File: config.mk
export PLATFORM = sky130hd
export DESIGN_NAME = onehot_req_capture_flat
export DESIGN_NICKNAME = d
export VERILOG_FILES = /design/src/rtl/onehot_req_pkg.sv /design/src/rtl/onehot_req_capture_if.sv /design/src/rtl/onehot_req_capture_debounce.sv /design/src/rtl/onehot_req_capture.sv /design/src/flat_wrapper.sv
export SDC_FILE = /design/constraint.sdc
export NUM_CORES = 1
export LEC_CHECK = 0
export ABC_AREA = 1
export CELL_PAD_IN_SITES_DETAIL_PLACEMENT = 1
export CELL_PAD_IN_SITES_GLOBAL_PLACEMENT = 2
export CORE_MARGIN = 1.5
export CORE_UTILIZATION = 31
export DETAILED_ROUTE_END_ITERATION = 8
export GPL_TIMING_DRIVEN = 0
export HOLD_SLACK_MARGIN = 0.02
export PLACE_DENSITY = 0.84
export RECOVER_POWER = 50
export SETUP_SLACK_MARGIN = 0.05
export SKIP_LAST_GASP = 1
export SLEW_MARGIN = 10
export SYNTH_ARGS = -nofsm -noshare
export SYNTH_HDL_FRONTEND = slang
export SYNTH_SLANG_ARGS = --single-unit
File: constraint.sdc
create_clock -name clk_in -period 1.1 [get_ports clk_in]
set_input_delay 0.275 -clock clk_in [delete_from_list [all_inputs] [get_ports clk_in]]
set_output_delay 0.275 -clock clk_in [all_outputs]
set_load 0.02 [all_outputs]
File: src/rtl/onehot_req_pkg.sv
// Shared types and helpers for the one-hot request capture front end.
package onehot_req_pkg;

  typedef enum logic {
    IDLE = 1'b0,
    HOLD = 1'b1
  } state_e;

  localparam int DEF_N_REQ           = 4;
  localparam int DEF_DEBOUNCE_CYCLES = 16;

  // Widest request vector the helper below handles; callers zero-extend
  // into it and truncate the result back to their own width.
  localparam int MAX_REQ = 32;

  // Isolate the lowest set bit of vec as a one-hot word (zero in, zero out).
  function automatic logic [MAX_REQ-1:0] lowest_onehot(input logic [MAX_REQ-1:0] vec);
    return vec & (~vec + MAX_REQ'(1));
  endfunction

endpackage

File: src/rtl/onehot_req_capture_if.sv
// Request-word handshake between the capture stage and the downstream encoder.
interface onehot_req_capture_if
  import onehot_req_pkg::*;
#(
  parameter int N_REQ = DEF_N_REQ
) ();

  logic [N_REQ-1:0] onehot_out;
  logic             valid_out;
  logic             ready_in;

  modport master (
    output onehot_out,
    output valid_out,
    input  ready_in
  );

  modport slave (
    input  onehot_out,
    input  valid_out,
    output ready_in
  );

endinterface

File: src/rtl/onehot_req_capture_debounce.sv
// One request line: two-flop synchroniser, stability counter and debounced
// level. rise_o is combinational so the caller can capture the 0->1 change
// on the same edge that updates the stable level.
module req_debounce
  import onehot_req_pkg::*;
#(
  parameter int DEBOUNCE_CYCLES = DEF_DEBOUNCE_CYCLES
) (
  input  logic clk_in,
  input  logic rst_n_in,
  input  logic raw_i,
  output logic stable_o,
  output logic rise_o
);

  localparam int CNT_W = $clog2(DEBOUNCE_CYCLES);
  localparam logic [CNT_W-1:0] CNT_LAST = CNT_W'(DEBOUNCE_CYCLES - 1);

  logic             meta_q;
  logic             sync_q;
  logic             stable_q, stable_d;
  logic [CNT_W-1:0] cnt_q, cnt_d;

  // Synchroniser and debounce state registers.
  always_ff @(posedge clk_in or negedge rst_n_in) begin
    if (!rst_n_in) begin
      meta_q   <= 1'b0;
      sync_q   <= 1'b0;
      stable_q <= 1'b0;
      cnt_q    <= '0;
    end else begin
      meta_q   <= raw_i;
      sync_q   <= meta_q;
      stable_q <= stable_d;
      cnt_q    <= cnt_d;
    end
  end

  // Count consecutive disagreeing cycles; accept the new level on the last one.
  always_comb begin
    stable_d = stable_q;
    cnt_d    = '0;
    if (sync_q != stable_q) begin
      if (cnt_q == CNT_LAST) begin
        stable_d = sync_q;
      end else begin
        cnt_d = cnt_q + CNT_W'(1);
      end
    end
  end

  assign stable_o = stable_q;
  assign rise_o   = sync_q && !stable_q && (cnt_q == CNT_LAST);

endmodule

File: src/rtl/onehot_req_capture.sv
// Request capture front end: debounces N_REQ raw lines, latches rising edges
// as pending requests and issues them one at a time as held one-hot words.
// Build option: define ONEHOT_REQ_RR_ARB_EN for round-robin arbitration;
// without it the lowest pending index always wins.
//
// state | meaning
// IDLE  | no word on the bus, waiting for a pending request
// HOLD  | word on the bus, held until the consumer takes it
module onehot_req_capture
  import onehot_req_pkg::*;
#(
  parameter int N_REQ           = DEF_N_REQ,
  parameter int DEBOUNCE_CYCLES = DEF_DEBOUNCE_CYCLES
) (
  input  logic                 clk_in,
  input  logic                 rst_n_in,
  input  logic [N_REQ-1:0]     req_in,
  onehot_req_capture_if.master bus,
  output logic [N_REQ-1:0]     pending_out,
  output logic                 overflow_out
);

  state_e           state_q, state_d;
  logic [N_REQ-1:0] onehot_q, onehot_d;
  logic             valid_q, valid_d;
  logic [N_REQ-1:0] pending_q, pending_d;
  logic             overflow_q, overflow_d;

  logic [N_REQ-1:0] stable_w;
  logic [N_REQ-1:0] rise_w;
  logic [N_REQ-1:0] win_vec;
  logic [N_REQ-1:0] grant_clr;
  logic             grant_en;

  for (genvar g = 0; g < N_REQ; g++) begin : g_line
    req_debounce #(
      .DEBOUNCE_CYCLES(DEBOUNCE_CYCLES)
    ) u_deb (
      .clk_in   (clk_in),
      .rst_n_in (rst_n_in),
      .raw_i    (req_in[g]),
      .stable_o (stable_w[g]),
      .rise_o   (rise_w[g])
    );

    // A rise pulse can only mark a line whose debounced level is still low.
    always_comb assert (!(rise_w[g] && stable_w[g]));
  end

`ifdef ONEHOT_REQ_RR_ARB_EN
  localparam int PTR_W = (N_REQ > 1) ? $clog2(N_REQ) : 1;

  logic [PTR_W-1:0] ptr_q, ptr_d, win_idx;

  // Round-robin search starting one past the last granted line.
  always_comb begin : p_arb
    int   idx;
    logic found;
    idx     = 0;
    found   = 1'b0;
    win_vec = '0;
    win_idx = ptr_q;
    for (int k = 1; k <= N_REQ; k++) begin
      idx = (int'(ptr_q) + k) % N_REQ;
      if (!found && pending_q[idx]) begin
        found        = 1'b1;
        win_idx      = PTR_W'(idx);
        win_vec[idx] = 1'b1;
      end
    end
  end

  // The pointer follows each grant.
  always_comb begin
    ptr_d = grant_en ? win_idx : ptr_q;
  end

  // Last-grant pointer; starting at the top line makes line 0 first after reset.
  always_ff @(posedge clk_in or negedge rst_n_in) begin
    if (!rst_n_in) begin
      ptr_q <= PTR_W'(N_REQ - 1);
    end else begin
      ptr_q <= ptr_d;
    end
  end
`else
  // Fixed priority: lowest pending index wins.
  always_comb begin
    win_vec = N_REQ'(lowest_onehot(MAX_REQ'(pending_q)));
  end
`endif

  // State, issued word, pending set and overflow flag.
  always_ff @(posedge clk_in or negedge rst_n_in) begin
    if (!rst_n_in) begin
      state_q    <= IDLE;
      onehot_q   <= '0;
      valid_q    <= 1'b0;
      pending_q  <= '0;
      overflow_q <= 1'b0;
    end else begin
      state_q    <= state_d;
      onehot_q   <= onehot_d;
      valid_q    <= valid_d;
      pending_q  <= pending_d;
      overflow_q <= overflow_d;
    end
  end

  // Next state: leave IDLE on any pending request, leave HOLD once the word
  // is taken and nothing else is waiting.
  always_comb begin
    state_d = state_q;
    case (state_q)
      IDLE:    if (|pending_q) state_d = HOLD;
      HOLD:    if (bus.ready_in && !(|pending_q)) state_d = IDLE;
      default: state_d = IDLE;
    endcase
  end

  // Word outputs: load a winner when the bus is free or just consumed,
  // clear when consumed with nothing left, otherwise hold.
  always_comb begin
    onehot_d = onehot_q;
    valid_d  = valid_q;
    grant_en = 1'b0;
    case (state_q)
      IDLE:    grant_en = |pending_q;
      HOLD:    grant_en = bus.ready_in && (|pending_q);
      default: grant_en = 1'b0;
    endcase
    if (grant_en) begin
      onehot_d = win_vec;
      valid_d  = 1'b1;
    end else if (state_q == HOLD && bus.ready_in) begin
      onehot_d = '0;
      valid_d  = 1'b0;
    end
  end

  // Pending set: new rises are OR-ed in after the grant clear, so a rise on
  // the line being granted re-arms it rather than counting as overflow.
  always_comb begin
    grant_clr  = grant_en ? win_vec : '0;
    pending_d  = (pending_q & ~grant_clr) | rise_w;
    overflow_d = |(rise_w & pending_q & ~grant_clr);
  end

  assign bus.onehot_out = onehot_q;
  assign bus.valid_out  = valid_q;
  assign pending_out    = pending_q;
  assign overflow_out   = overflow_q;

endmodule

File: src/flat_wrapper.sv
// flat-port wrapper written by rule: the top's interface ports become plain ports
module onehot_req_capture_flat import onehot_req_pkg::*;
#(
  parameter int N_REQ           = DEF_N_REQ,
  parameter int DEBOUNCE_CYCLES = DEF_DEBOUNCE_CYCLES
)
  (clk_in, rst_n_in, req_in, pending_out, overflow_out, bus_onehot_out, bus_valid_out, bus_ready_in);
  onehot_req_capture_if #(.N_REQ(N_REQ)) bus_i ();
  input  logic clk_in;
  input  logic rst_n_in;
  input  logic [N_REQ-1:0] req_in;
  output logic [N_REQ-1:0] pending_out;
  output logic overflow_out;
  output wire logic [$bits(bus_i.onehot_out)-1:0] bus_onehot_out;
  output wire logic [$bits(bus_i.valid_out)-1:0] bus_valid_out;
  input wire logic [$bits(bus_i.ready_in)-1:0] bus_ready_in;
  assign bus_onehot_out = bus_i.onehot_out;
  assign bus_valid_out = bus_i.valid_out;
  assign bus_i.ready_in = bus_ready_in;
  onehot_req_capture #(.N_REQ(N_REQ), .DEBOUNCE_CYCLES(DEBOUNCE_CYCLES)) u_core (.clk_in(clk_in), .rst_n_in(rst_n_in), .req_in(req_in), .bus(bus_i), .pending_out(pending_out), .overflow_out(overflow_out));
endmodule
==> results by group, run 1 <==
Run status
  • Status: finished with violations
  • Failing checks: setup timing

Clock tree
  • Clk buf depth: 2
  • Root Buffer: clkbuf_8
  • Clock-pin slew on the worst setup and hold paths: 0.07 ns
  • Worst skew pair latency: 0.29 ns
  • CTS tree: built
  • Clock sink total: 39
  • H-tree Lvls: 2
  • Inserted Clock Buffers: 5

Power
  • Post-layout power: 0.00364 W
  • Leak Pwr: 1.14 nW
  • VDD IR max: 0.648 mV
  • Power per cell area: 1500 mW/mm^2

Finish
  • Antenna diodes: 0
  • Area occupied by multi-input gates: 766 um^2
  • Register area: 981 um^2
  • Most common cell after layout, fill and taps aside: dfrtp_1
  • Most frequent cells in the layout: dfrtp_1, nand2_1, buf_4, buf_6, nor2_1
  • Area growth syn-to-layout: 51.1%
  • NumNets Final: 230
  • Layout cells sized above 1: 48.6%
  • Filler cells: 529

Global route
  • Initial antenna violation count: 0
  • First-pass GRT wire length: 6180 um
  • Pin count of the biggest net entering global routing: 24
  • Total gr overflow: 0
  • GRT Overall Usage: 15.2%
  • Vias in the first global route: 1342

Routing
  • DRT Wirelength: 3940 um
  • Drt first pass iters: 2
  • Drt drc: 0
  • Post-route ant nets: 0
  • Drt via density: 4.60
  • 1st-iter DRT viols: 28
  • Via count: 1301
  • Wire per inst: 13.9 um

Setup path
  • Worst Setup EP: pending_out[0]
  • Worst-path cell chain: buf_4 > buf_6
  • Critical path depth: 2
  • CP Launch Point: u_core.pending_out[0]$_DFF_PN0_
  • CP Data Required Time: 0.82 ns
  • Worst flop-to-flop path endpoint: u_core.bus.onehot_out[2]$_DFFE_PN0P_
  • Reg2reg start: u_core.pending_out[0]$_DFF_PN0_
  • Worst setup SP type: flip-flop
  • Top delay family on crit path: flip-flops
  • Critical path type: reg -> out
  • Crit path buffers/inverters: 2
  • CP max stage delay: 0.42 ns
  • CP Capture Type: output port
  • Worst reg2reg setup slack: -0.12 ns
  • Critical path's slowest cell: dfrtp_2
  • Critical path data arrival time: 0.97 ns
  • R2R depth: 6
  • CP max FO: 3

STA
  • Setup Viol. Count Final: 16
  • Min Tclk post-route: 1.25 ns
  • Slew Limit Fails: 0
  • Slew @ Worst Pin: 0.444 ns
  • Slew margin rel.: 70.4%
  • Hold Vio Cnt, Final: 0
  • Fmax: 0.801 GHz
  • Crit share post-route: 113%
  • Setup ws final: -0.148 ns
  • Final clock skew: 0.00179 ns
  • RSZ-0062 raised after global routing: true

Placed design
  • I/O Buffers: 16
  • HPWL after DPL: 2360 um
  • Pre-CTS setup slack: -0.377 ns
  • Gpl congestion: 0.689

Die
  • IO Count: 17
  • Die W: 74.9 um
  • Die Footprint: 0.00561 mm^2
  • Starting Density: 33.1%
  • Rows: 25
  • Placeable core area: 0.00485 mm^2
  • Chip height: 74.9 um

Synth
  • Largest family of logic cells by synthesized area: simple AND/OR/NAND/NOR gates
  • Post-Synth Simple-Gate Area: 19.4%
  • Sequential area share after synthesis: 60.9%
  • Distinct cells, synth: 16
  • Yosys reg bits: 39
  • Compound-cell area share of the yosys netlist: 7.26%
  • Cell taking the most area after synthesis: dfrtp_1
  • Mapped Cells: 164
  • Mapped cell area: 0.00160 mm^2
  • Mapped Nets: 179
  • Yosys Warn Count: 0
  • Mux cell area share after synthesis: 0%
  • Syn avg cell area: 9.77 um^2
  • Synth Area in Adders: 6.25%
  • Share of the synthesized area in the top cell type: 60.9%
  • Synth Area in XOR/XNOR: 1.09%
  • Top cells by area, synth: dfrtp_1, nand2_1, ha_1, nor2_1, inv_1

Hold path
  • Worst min path class: reg -> reg

Flow run
  • Max_cap viols: 0
kinds of logic (layout without fill, tap and decap cells):
group / count (synthesis) / count (layout)
AOI/OAI and AO/OA: 21 / 21
xor gates and xnor gates: 2 / 2
adders and majority gates: 8 / 8
buffers and inverters: 22 / 74
DFF: 39 / 39
and+or+nand+nor: 72 / 72
through the flow:
stage	utilization [%]	hold slack, ns	TNS [ns]	cell area [um^2]	std cells
detailed placement	38.8	0.248	-4.27	1880	248
global placement	38.3	0.334	-49.03	1860	247
CTS	46.6	0.354	-0.876	2260	275
floorplan	-	-0.0206	0	1610	164
global route	49.9	0.364	-2.79	2420	283
finish	49.9	0.351	-0.983	2420	283
sequential cells by signal, indices dropped and copies added, names as in the netlist:
signal / flops
u_core.g_line.u_deb.cnt_q: 16
u_core.bus.onehot_out: 4
u_core.g_line.u_deb.meta_q: 4
u_core.g_line.u_deb.stable_o: 4
u_core.g_line.u_deb.sync_q: 4
u_core.pending_out: 4
u_core.bus.valid_out: 1
u_core.overflow_out: 1
u_core.state_q: 1
power breakdown:
group / internal (W) / switching, W / total [W]
clock: 0.000572 / 0.000490 / 0.00106
sequential: 0.00156 / 0.000133 / 0.00170
combinational: 0.000428 / 0.000455 / 0.000883
worst min-delay path by stage:
stage	cells past startpoint	end	from
2_1_floorplan	0	u_core.bus.onehot_out[0]$_DFFE_PN0P_	rst_n_in
3_3_place_gp	0	u_core.g_line[2].u_deb.sync_q$_DFF_PN0_	u_core.g_line[2].u_deb.meta_q$_DFF_PN0_
3_5_place_dp	1	u_core.g_line[3].u_deb.cnt_q[3]$_DFF_PN0_	rst_n_in
4_1_cts	0	u_core.g_line[1].u_deb.sync_q$_DFF_PN0_	u_core.g_line[1].u_deb.meta_q$_DFF_PN0_
5_1_grt	0	u_core.g_line[1].u_deb.sync_q$_DFF_PN0_	u_core.g_line[1].u_deb.meta_q$_DFF_PN0_
6_report	0	u_core.g_line[0].u_deb.sync_q$_DFF_PN0_	u_core.g_line[0].u_deb.meta_q$_DFF_PN0_
cell type report:
type	count	area share [%]
Clock buffer	8	4.13
Tap cell	67	3.46
Multi-Input combinational cell	103	31.6
Inverter	22	3.62
Timing Repair Buffer	44	16.6
Sequential cell	39	40.5
cells in the mapped netlist, drive strengths merged:
library cell,number
xor2,2
o21ai,11
nor2,26
nand3,8
ha,8
or2,1
nand2,35
nand4,2
a21oi,9
dfrtp,39
inv,22
a22o,1
repair_timing:
item                                   CTS  global route
gates resized for setup                 92            41
hold buffers                             1             0
cloned                                   0             0
endpoints found under the hold margin   16             0
pin swaps                               19            20
setup buffers                           18            10
setup endpoints to repair               34            32
routing by layer:
layer | global-route usage [%] | part of all wire (%) | up-vias
li1 | - | - | 621
met1 | 15.9 | 40 | 657
met2 | 27.9 | 55 | 16
met3 | 4.55 | 3.2 | 7
met4 | 6.67 | 1.5 | 0
met5 | 0 | 0 | -
Power figures use the tool's default switching activity.
==> run 2: changes to the inputs <==
- GPL_ROUTABILITY_DRIVEN: not set -> 0
==> results of run 2 <==
Same layout as run 1: the final DEF is identical, and so are final timing and power.
